`src/rtl/cache_line_ctrl.sv`:
```
// Line refill / write-back engine between the data cache and main memory.
// Define CACHE_CWF_EN to enable critical-word-first fill ordering.
module cache_line_ctrl #(
    parameter int WORDS_PER_LINE = 16,
    parameter int IDX_W          = $clog2(WORDS_PER_LINE)
) (
    input  logic             clk,
    input  logic             rst,
    input  logic             req_valid,
    output logic             req_ready,
    input  logic [31:0]      req_addr,
    input  logic             req_dirty,
    input  logic [31:0]      req_victim_addr,
    output logic [IDX_W-1:0] vic_idx,
    input  logic [31:0]      vic_data,
    output logic             fill_we,
    output logic [IDX_W-1:0] fill_idx,
    output logic [31:0]      fill_data,
    output logic             done,
    output logic             mem_req,
    output logic             mem_we,
    output logic [31:0]      mem_addr,
    output logic [31:0]      mem_wdata,
    input  logic             mem_ack,
    input  logic [31:0]      mem_rdata
);

    localparam logic [1:0] S_IDLE = 2'd0;
    localparam logic [1:0] S_WB   = 2'd1;
    localparam logic [1:0] S_FILL = 2'd2;
    localparam logic [1:0] S_DONE = 2'd3;

    localparam int              OFF_W     = IDX_W + 2;
    localparam logic [IDX_W-1:0] LAST_BEAT = {IDX_W{1'b1}};
    localparam logic [IDX_W-1:0] ONE       = IDX_W'(1);

    logic [1:0]       state;
    logic [31:0]      line_base;
    logic [31:0]      vic_base;
    logic [IDX_W-1:0] idx;
    logic [IDX_W-1:0] cnt;
    logic [IDX_W-1:0] start_idx;
    logic [31:0]      wb_off;
    logic [31:0]      fill_off;
    logic             unused_ok;

`ifdef CACHE_CWF_EN
    assign start_idx = req_addr[OFF_W-1:2];
`else
    assign start_idx = '0;
`endif

    assign unused_ok = ^{req_addr[OFF_W-1:0], req_victim_addr[OFF_W-1:0]};

    // In WB/FILL mem_req is always high, so a bare mem_ack completes a beat there.
    always_ff @(posedge clk or posedge rst) begin
        if (rst) begin
            state     <= S_IDLE;
            line_base <= '0;
            vic_base  <= '0;
            idx       <= '0;
            cnt       <= '0;
        end else begin
            case (state)
                S_IDLE: begin
                    if (req_valid) begin
                        line_base <= {req_addr[31:OFF_W], {OFF_W{1'b0}}};
                        vic_base  <= {req_victim_addr[31:OFF_W], {OFF_W{1'b0}}};
                        idx       <= start_idx;
                        cnt       <= '0;
                        state     <= req_dirty ? S_WB : S_FILL;
                    end
                end
                S_WB: begin
                    if (mem_ack) begin
                        if (cnt == LAST_BEAT) begin
                            cnt   <= '0;
                            state <= S_FILL;
                        end else begin
                            cnt <= cnt + ONE;
                        end
                    end
                end
                S_FILL: begin
                    if (mem_ack) begin
                        idx <= idx + ONE;
                        cnt <= cnt + ONE;
                        if (cnt == LAST_BEAT) begin
                            state <= S_DONE;
                        end
                    end
                end
                default: state <= S_IDLE;
            endcase
        end
    end

    // idx is only IDX_W wide, so the fill address wraps inside the line.
    assign wb_off   = {{(30-IDX_W){1'b0}}, cnt, 2'b00};
    assign fill_off = {{(30-IDX_W){1'b0}}, idx, 2'b00};

    always_comb begin
        req_ready = 1'b0;
        vic_idx   = '0;
        fill_we   = 1'b0;
        fill_idx  = '0;
        fill_data = '0;
        done      = 1'b0;
        mem_req   = 1'b0;
        mem_we    = 1'b0;
        mem_addr  = '0;
        mem_wdata = '0;
        case (state)
            S_IDLE: req_ready = 1'b1;
            S_WB: begin
                mem_req   = 1'b1;
                mem_we    = 1'b1;
                mem_addr  = vic_base + wb_off;
                vic_idx   = cnt;
                mem_wdata = vic_data;
            end
            S_FILL: begin
                mem_req   = 1'b1;
                mem_addr  = line_base + fill_off;
                fill_we   = mem_ack;
                fill_idx  = idx;
                fill_data = mem_rdata;
            end
            default: done = 1'b1;
        endcase
    end

endmodule

```
`config.mk`:
```
export PLATFORM = sky130hd
export DESIGN_NAME = cache_line_ctrl
export DESIGN_NICKNAME = d
export VERILOG_FILES = /design/src/rtl/cache_line_ctrl.sv
export SDC_FILE = /design/constraint.sdc
export NUM_CORES = 1
export LEC_CHECK = 0
export BUFFER_PORTS_ARGS = -buffer_cell sky130_fd_sc_hd__buf_2
export CAP_MARGIN = 0
export CORE_MARGIN = 3
export CORE_UTILIZATION = 30
export DETAILED_ROUTE_END_ITERATION = 10
export SYNTH_ARGS = -nofsm -noshare
export SYNTH_HDL_FRONTEND = slang
export SYNTH_SLANG_ARGS = --single-unit
```
`constraint.sdc`:
```
create_clock -name clk -period 3.2 [get_ports clk]
set_input_delay 0.64 -clock clk [delete_from_list [all_inputs] [get_ports clk]]
set_output_delay 0.64 -clock clk [all_outputs]
set_load 0.1 [all_outputs]
```
# Word level (Yosys, flattened, before mapping)
# Index checks and enable logic that the tools add are counted.
[word_totals] register_bits=62 latchBits=0 mem_bits_rw=0 romBits=0 inputBits=133 out_inout_bits=109 elab_cells=50 n_memories=0
[classes] n_addsub=4 n_mul=0 div_mod_pow=0 magnitude_cmp=0 eq_ne=8 shift=0 mux=24 n_bitwise=0 n_reduce_logical=9
[ops] operator="$add 32x6->32" count=2
[ops] operator="$mux 32" count=2
[ops] operator="$pmux 32 s2" count=1
[ops] operator="$mux 4" count=7
[ops] operator="$mux 2" count=6
[ops] operator="$pmux 4 s3" count=1
[ops] operator="$ne 2x2->1 const B" count=5
[ops] operator="$add 4x1->4 const B" count=2
[ops] operator="$pmux 4 s2" count=1
[ops] operator="$pmux 2 s3" count=1
[ops] operator="$mux 1" count=5
[ops] operator="$reduce_and 5->1" count=1
[ops] operator="$eq 4x4->1 const B" count=1
[ops] operator="$reduce_and 4->1" count=1
[ops] operator="$reduce_and 3->1" count=1
[ops] operator="$reduce_bool 3->1" count=1
[ops] operator="$reduce_or 3->1" count=1
[ops] operator="$eq 2x1->1 const B" count=1
[ops] operator="$eq 2x2->1 const B" count=1
[ops] operator="$logic_not 2->1" count=1
[ops] operator="$reduce_and 2->1" count=1
[ops] operator="$reduce_bool 2->1" count=1
[ops] operator="$reduce_or 2->1" count=1

# Longest topological paths before layout
# Gate-level depths: netlist of the first run.
[depth] ltp_word=4 ltp_mapped=7 ltp_nobuf=6

# Worst setup path after synthesis of the first run
# No wires, ideal clock.
[synth_timing] path_kind="reg-to-output" start="reg state[1]" end="out mem_addr[5]" arrival_time_ns=3.427 required_ns=2.560 path_slack_ns=-0.867 stages_incl_launch_ff=7 path_buffers=2 path_cell_list="dfrtp_1 -> inv_1 -> ha_1 -> buf_4 -> buf_2 -> and2_1 -> o21a_1"
[synth_between] elab_chain_len=2
[synth_lines] item="start: declaration" line_no="37" source="logic [1:0] state;"
[synth_lines] item="start signal: assignment" line_no="71" source="state <= req_dirty ? S_WB : S_FILL;"
[synth_lines] item="$eq 2x2->1 / $eq 2x1->1 (equally long branches)" line_no="113" source="case (state)"
[synth_lines] item="$pmux 32 s2 *" line_no="113"
[synth_lines] item="end: declaration" line_no="22" source="output logic [31:0] mem_addr,"
# Every way passes the cells marked *; elsewhere a longest branch is shown, timed or not.

# Worst setup path in the final report of the first run
[layout_timing] start="reg state[1]" end="out mem_wdata[0]"
[layout_between] elab_chain_len=2
[layout_lines] item="$eq 2x1->1" line_no="113"
[layout_lines] item="$mux 32" line_no="113"
[layout_lines] item="end: declaration" line_no="23" source="output logic [31:0] mem_wdata,"
# Every way passes these cells.

==> flow_summary.yaml, run 1 <==
sta:
  rsz0062_at_grt: "false"
  tightestPinTransition_ns: 0.6776
  finalClockSkew_ns: 0.004964
  finalWorstPathRequiredPeriod_ns: 2.869
  max_freq_mhz: 348.5
  min_period_over_period_pct: 89.66
  maxSlewViolCount: 0
  slew_headroom_pct: 54.76
  finalSetupViolCount: 0
  hold_viol: 0
min_path:
  hold_path.class: "input port to async pin"
worst_setup_path:
  start_kind: "flop"
  r2r-end: "vic_base[18]"
  crit_type: "flop to output port"
  cp.arrival_ns: 2.23
  regToRegSetupSlack_ns: 0.97
  endpoint_kind: "output port"
  crit_required_ns: 2.56
  ff2ff_path_depth: 5
  r2r-start: "state[0]"
  cp_max_fo: 18
  cpPeakStageDelay_ns: 0.48
  cp_cell_sequence: "inv_1 -> ha_2 -> buf_4 -> and2_2 -> buf_2"
  crit_slowest_cell: "ha_2"
floorplanning:
  die-height_um: 115.4
  initial_utilization_pct: 31.03
  row_count: 39
  die_area_sq_um: 13310
  die_x_um: 115.4
  ioPinCount: 242
  core-area_sq_um: 11560
run_status:
  status: "finished clean"
global_routing:
  antenna_found_initial: 0
  grt_pass1_vias: 3232
  globalRouteTotalUtil_pct: 14.93
  busiest_layer: "met2"
  met3_usage_pct: 4.211
  grt_pass1_wl_mm: 15.81
  grtUsageMet2_pct: 25.81
  gr-total-overflow: 0
  grt_max_degree: 40
  grt_use_met1_pct: 18.22
clock_network:
  cts_made_buffers: 9
  htree_levels: 3
  clkTransAtPathRegs_ns: 0.06
  clk_latency_ns: 0.32
  cts_sinks: 62
  cts-resized-gates: 0
  hold_buffers: 0
  clockBufferDepth: 2
  root_buffer: "clkbuf_16"
  post_cts_buffers: 0
  cts_tree: "yes"
finish:
  final_common_cell: "buf_2"
  synthToLayoutAreaGrowth_pct: 62.13
  layout_common_cells: "197 x buf_2, 62 x dfrtp_1, 53 x mux2_2, 39 x and2_1, 34 x and2_2"
  utilization_pct: 50.31
  drive_above_1_share_pct: 68.29
  nNetsFinal: 690
  insertedDiodeCount: 0
place:
  post-dp-hpwl_mm: 7.939
  port_buffers: 227
  gp_congestion: 0.7690
detailed_routing:
  routed_wl_mm: 10.24
  drt-initial-drc-count: 109
  detail-route-antenna-nets: 0
  vias: 3239
  drtPass1Iterations: 4
  route.detailed.drc: 0
  avgRoutedWirePerCell_um: 14.67
  avgViaCountPerCell: 4.640
synthesis:
  ys_top_cells_by_area: "dfrtp_1 43%, mux2_2 17%, and2_1 13%"
  yosysTopAreaCell: "dfrtp_1"
  synth_area_sq_um: 3588
  synth_cell_type_count: 36
  yosysSeqAreaShare_pct: 43.24
  ys_seq_elements: 62
  syn_area_per_cell_sq_um: 10.91
  netlist_instances: 329
  yosysWarnings: 0
  synth.top_cell.area_share_pct: 43.24
run:
  max-cap-violations: 0
-- critical path: cells and delay by family, from the launching register on --
family	cells	cell delay (ns)
adders and majority gates	1	0.48
buffers and inverters	3	0.81
DFF	1	0.46
and+or+nand+nor	1	0.15
-- metal layers --
layer	vias up	part of all wire, %
met5	-	0
met4	0	1.1
met3	11	6.6
met2	116	51
met1	1544	41
li1	1568	-
-- cell type report --
| class | count | area, sq um |
|---|---|---|
| clock buffer | 9 | 225.2 |
| clock inverter | 7 | 102.6 |
| fill | 1041 | 5747 |
| inverter | 6 | 22.52 |
| multi-input combinational | 236 | 2053 |
| sequential | 62 | 1551 |
| tap | 143 | 178.9 |
| timing repair buffer | 235 | 1684 |
-- metrics by stage --
stage | TNS, ns | setup WS (ns) | hold slack [ns] | cells | instance area [sq um]
2_1_floorplan | -2.545 | -0.4266 | 0.4797 | 330 | 3784
3_3_place_gp | 0 | 0.6876 | 0.4876 | 682 | 5490
3_5_place_dp | 0 | 0.6538 | 0.4941 | 682 | 5490
4_1_cts | 0 | 0.2941 | 0.4324 | 698 | 5818
5_1_grt | 0 | 0.1612 | 0.4732 | 698 | 5818
6_report | 0 | 0.3309 | 0.4174 | 698 | 5818
-- state kept, by name, indices dropped and copies added, names as in the netlist --
register,count
cnt,4
line_base,26
state,2
idx,4
vic_base,26
-- synth_stat cells, drive strengths merged --
| cell type | count |
|---|---|
| clkbuf | 11 |
| a21oi | 2 |
| nand2 | 8 |
| mux2i | 3 |
| o21ai | 8 |
| a221o | 1 |
| nand2b | 1 |
| and4 | 1 |
| o211ai | 1 |
| a41o | 2 |
| nor2 | 6 |
| mux2 | 54 |
| or3b | 1 |
| nand4 | 1 |
| nor2b | 26 |
| nand3 | 2 |
| o21a | 4 |
| a32oi | 2 |
| dfrtp | 62 |
| buf | 15 |
| a22o | 3 |
| a22oi | 27 |
| conb | 1 |
| and2 | 73 |
| ha | 7 |
| inv | 6 |
| o221ai | 1 |
-- kinds of logic after synthesis --
| family | after synthesis | synth area share (%) |
|---|---|---|
| other cells | 1 | 0.1045 |
| mux | 57 | 17.89 |
| fa+ha+maj | 7 | 2.441 |
| flops | 62 | 43.24 |
| buf+inv | 32 | 5.125 |
| simple gates | 119 | 20.29 |
| compound gates | 51 | 10.91 |
-- worst max-delay path by stage --
stage,to,startpoint
finish,mem_wdata[0],state[1]
global route,mem_wdata[31],state[1]
CTS,mem_wdata[0],state[1]
detailed placement,mem_wdata[31],state[1]
global placement,mem_wdata[31],state[1]
floorplan,mem_addr[2],state[1]
Power of run 1 is not shown: default switching activity piles up to over one toggle a cycle in this logic, so the estimate is an artifact.
==> run 2: changes to the inputs <==
--- a/config.mk
+++ b/config.mk
@@ -8,8 +8,9 @@
 export BUFFER_PORTS_ARGS = -buffer_cell sky130_fd_sc_hd__buf_2
 export CAP_MARGIN = 0
 export CORE_MARGIN = 3
-export CORE_UTILIZATION = 30
+export CORE_UTILIZATION = 45
 export DETAILED_ROUTE_END_ITERATION = 10
+export PLACE_DENSITY = 0.86
 export SYNTH_ARGS = -nofsm -noshare
 export SYNTH_HDL_FRONTEND = slang
 export SYNTH_SLANG_ARGS = --single-unit
==> run 2 against run 1 <==
Against the previous run:
- count of clock-buffer cells in the layout rose by 2
- via count up 1.8%
- first-iteration DRC count fell by 7.3%
- critical path depth is 1 higher
- cell area decreased by 11%
- global-route usage up 7.1 points
- cell count fell by 6.6%
- highest routed layer unchanged
- non-clock buffer count fell by 1
- maximum frequency is 3.3% lower
- sequential share of layout area increased by 3.3 points
- setup slack got worse by 0.099 ns
- largest cell class unchanged
==> flow_summary.yaml, run 2 (synthesis gave the netlist of run 1 again) <==
run_status:
  status: "finished clean"
sta:
  slew_headroom_pct: 53.96
  finalClockSkew_ns: 0.005360
  tightestPinTransition_ns: 0.6882
  tns_ns: 0
  finalSetupViolCount: 0
  maxSlewViolCount: 0
  hold_slack_ns: 0.4108
  max_freq_mhz: 336.9
  hold_viol: 0
  rsz0062_at_grt: "false"
  finalWorstPathRequiredPeriod_ns: 2.968
  min_period_over_period_pct: 92.76
global_routing:
  grt_max_degree: 50
  antenna_found_initial: 0
  gr-total-overflow: 0
  globalRouteTotalUtil_pct: 22.00
  grt_pass1_wl_mm: 15.76
  grt_pass1_vias: 3330
worst_setup_path:
  crit_required_ns: 2.56
  r2r-end: "vic_base[6]"
  cp_cell_sequence: "inv_1 -> ha_2 -> buf_12 -> a22oi_1 -> nor2b_4 -> buf_2"
  cp.arrival_ns: 2.33
  cp_max_fo: 49
  regToRegSetupSlack_ns: 0.93
  ff2ff_path_depth: 5
  r2r-start: "state[0]"
  start_kind: "flop"
  cpPeakStageDelay_ns: 0.46
  crit_type: "flop to output port"
  endpoint_kind: "output port"
  crit_slowest_cell: "ha_2"
detailed_routing:
  avgRoutedWirePerCell_um: 15.77
  drtPass1Iterations: 4
  drt-initial-drc-count: 101
  avgViaCountPerCell: 5.057
  detail-route-antenna-nets: 0
  routed_wl_mm: 10.28
  vias: 3297
  route.detailed.drc: 0
clock_network:
  hold_buffers: 0
  clockBufferDepth: 2
  cts-resized-gates: 0
  clk_latency_ns: 0.32
  post_cts_buffers: 0
  cts_tree: "yes"
  root_buffer: "clkbuf_8"
  htree_levels: 3
  clkTransAtPathRegs_ns: 0.07
  cts_sinks: 62
  cts_made_buffers: 9
finish:
  fillers: 577
  reg_top3: "line_base: 26 flops, vic_base: 26 flops"
  final_common_cell: "buf_2"
  utilization_pct: 69.21
  layout_common_cells: "226 x buf_2, 62 x dfrtp_1, 53 x mux2_2, 39 x and2_1, 34 x and2_2"
  insertedDiodeCount: 0
  drive_above_1_share_pct: 67.99
  final_cells: 652
  synthToLayoutAreaGrowth_pct: 44.39
  nNetsFinal: 689
min_path:
  hold_path.class: "input port to async pin"
floorplanning:
  die_x_um: 95.30
  die_area_sq_um: 9082
  die-height_um: 95.30
  initial_utilization_pct: 47.94
  core-area_sq_um: 7486
  ioPinCount: 242
  row_count: 31
place:
  numPlacedInstances: 637
  port_buffers: 227
  gp_congestion: 0.8044
  post-dp-hpwl_mm: 7.879
run:
  max-cap-violations: 0
[run 2: changes by cell type in the layout (fill, tap and decap cells not counted)]
| cell | delta |
|---|---|
| clkinv_2 | +2 |
| inv_6 | -4 |
| buf_12 | -29 |
| buf_2 | +29 |
| bufinv_16 | -1 |
| clkbuf_16 | -9 |
| buf_4 | -1 |
| clkbuf_1 | +1 |
| clkbuf_8 | +10 |
[run 2: worst max-delay path by stage]
stage                         endpoint     start  slack [ns]  cells after the start
after floorplan            mem_addr[2]  state[1]       -0.43                      5
after global placement    mem_addr[30]  state[1]        0.61                      6
after detailed placement  mem_addr[17]  state[1]        0.57                      6
after CTS                 mem_addr[17]  state[1]        0.20                      6
after global routing      mem_addr[19]  state[1]        0.11                      6
final                     mem_addr[17]  state[1]        0.23                      6
[run 2: area by class of cell]
| cell class | instances | area, sq um | area share [%] |
|---|---|---|---|
| multi-input cells | 236 | 2053 | 39.63 |
| flip-flops and latches | 62 | 1551 | 29.94 |
| repair buffers | 234 | 1241 | 23.96 |
| clock buffers | 11 | 141.4 | 2.729 |
| well taps | 99 | 123.9 | 2.391 |
| clock inverters | 4 | 47.55 | 0.9177 |
| inverters | 6 | 22.52 | 0.4347 |
[run 2: through the flow]
stage          area [sq um]  worst slack (ns)
3_3_place_gp           4992            0.6131
5_1_grt                5181            0.1099
3_5_place_dp           4992            0.5664
6_report               5181            0.2318
4_1_cts                5181            0.1984
2_1_floorplan          3784           -0.4266
[run 2: routing by layer]
layer  share of wire [%]  vias up  GRT usage, %
met1                  39     1594         26.30
met3                 6.0       19         4.972
li1                    -     1566             -
met2                  54      118         39.36
met4                 1.6        0         6.370
met5                   0        -             0
[run 2: worst max-delay path: cells and delay by family (launching register included)]
kind / cells / cell delay (ns)
AOI/OAI and AO/OA: 1 / 0.14
adders and majority gates: 1 / 0.46
buffers and inverters: 3 / 0.80
DFF: 1 / 0.45
and+or+nand+nor: 1 / 0.13
Power of run 2 is left out for the same reason.
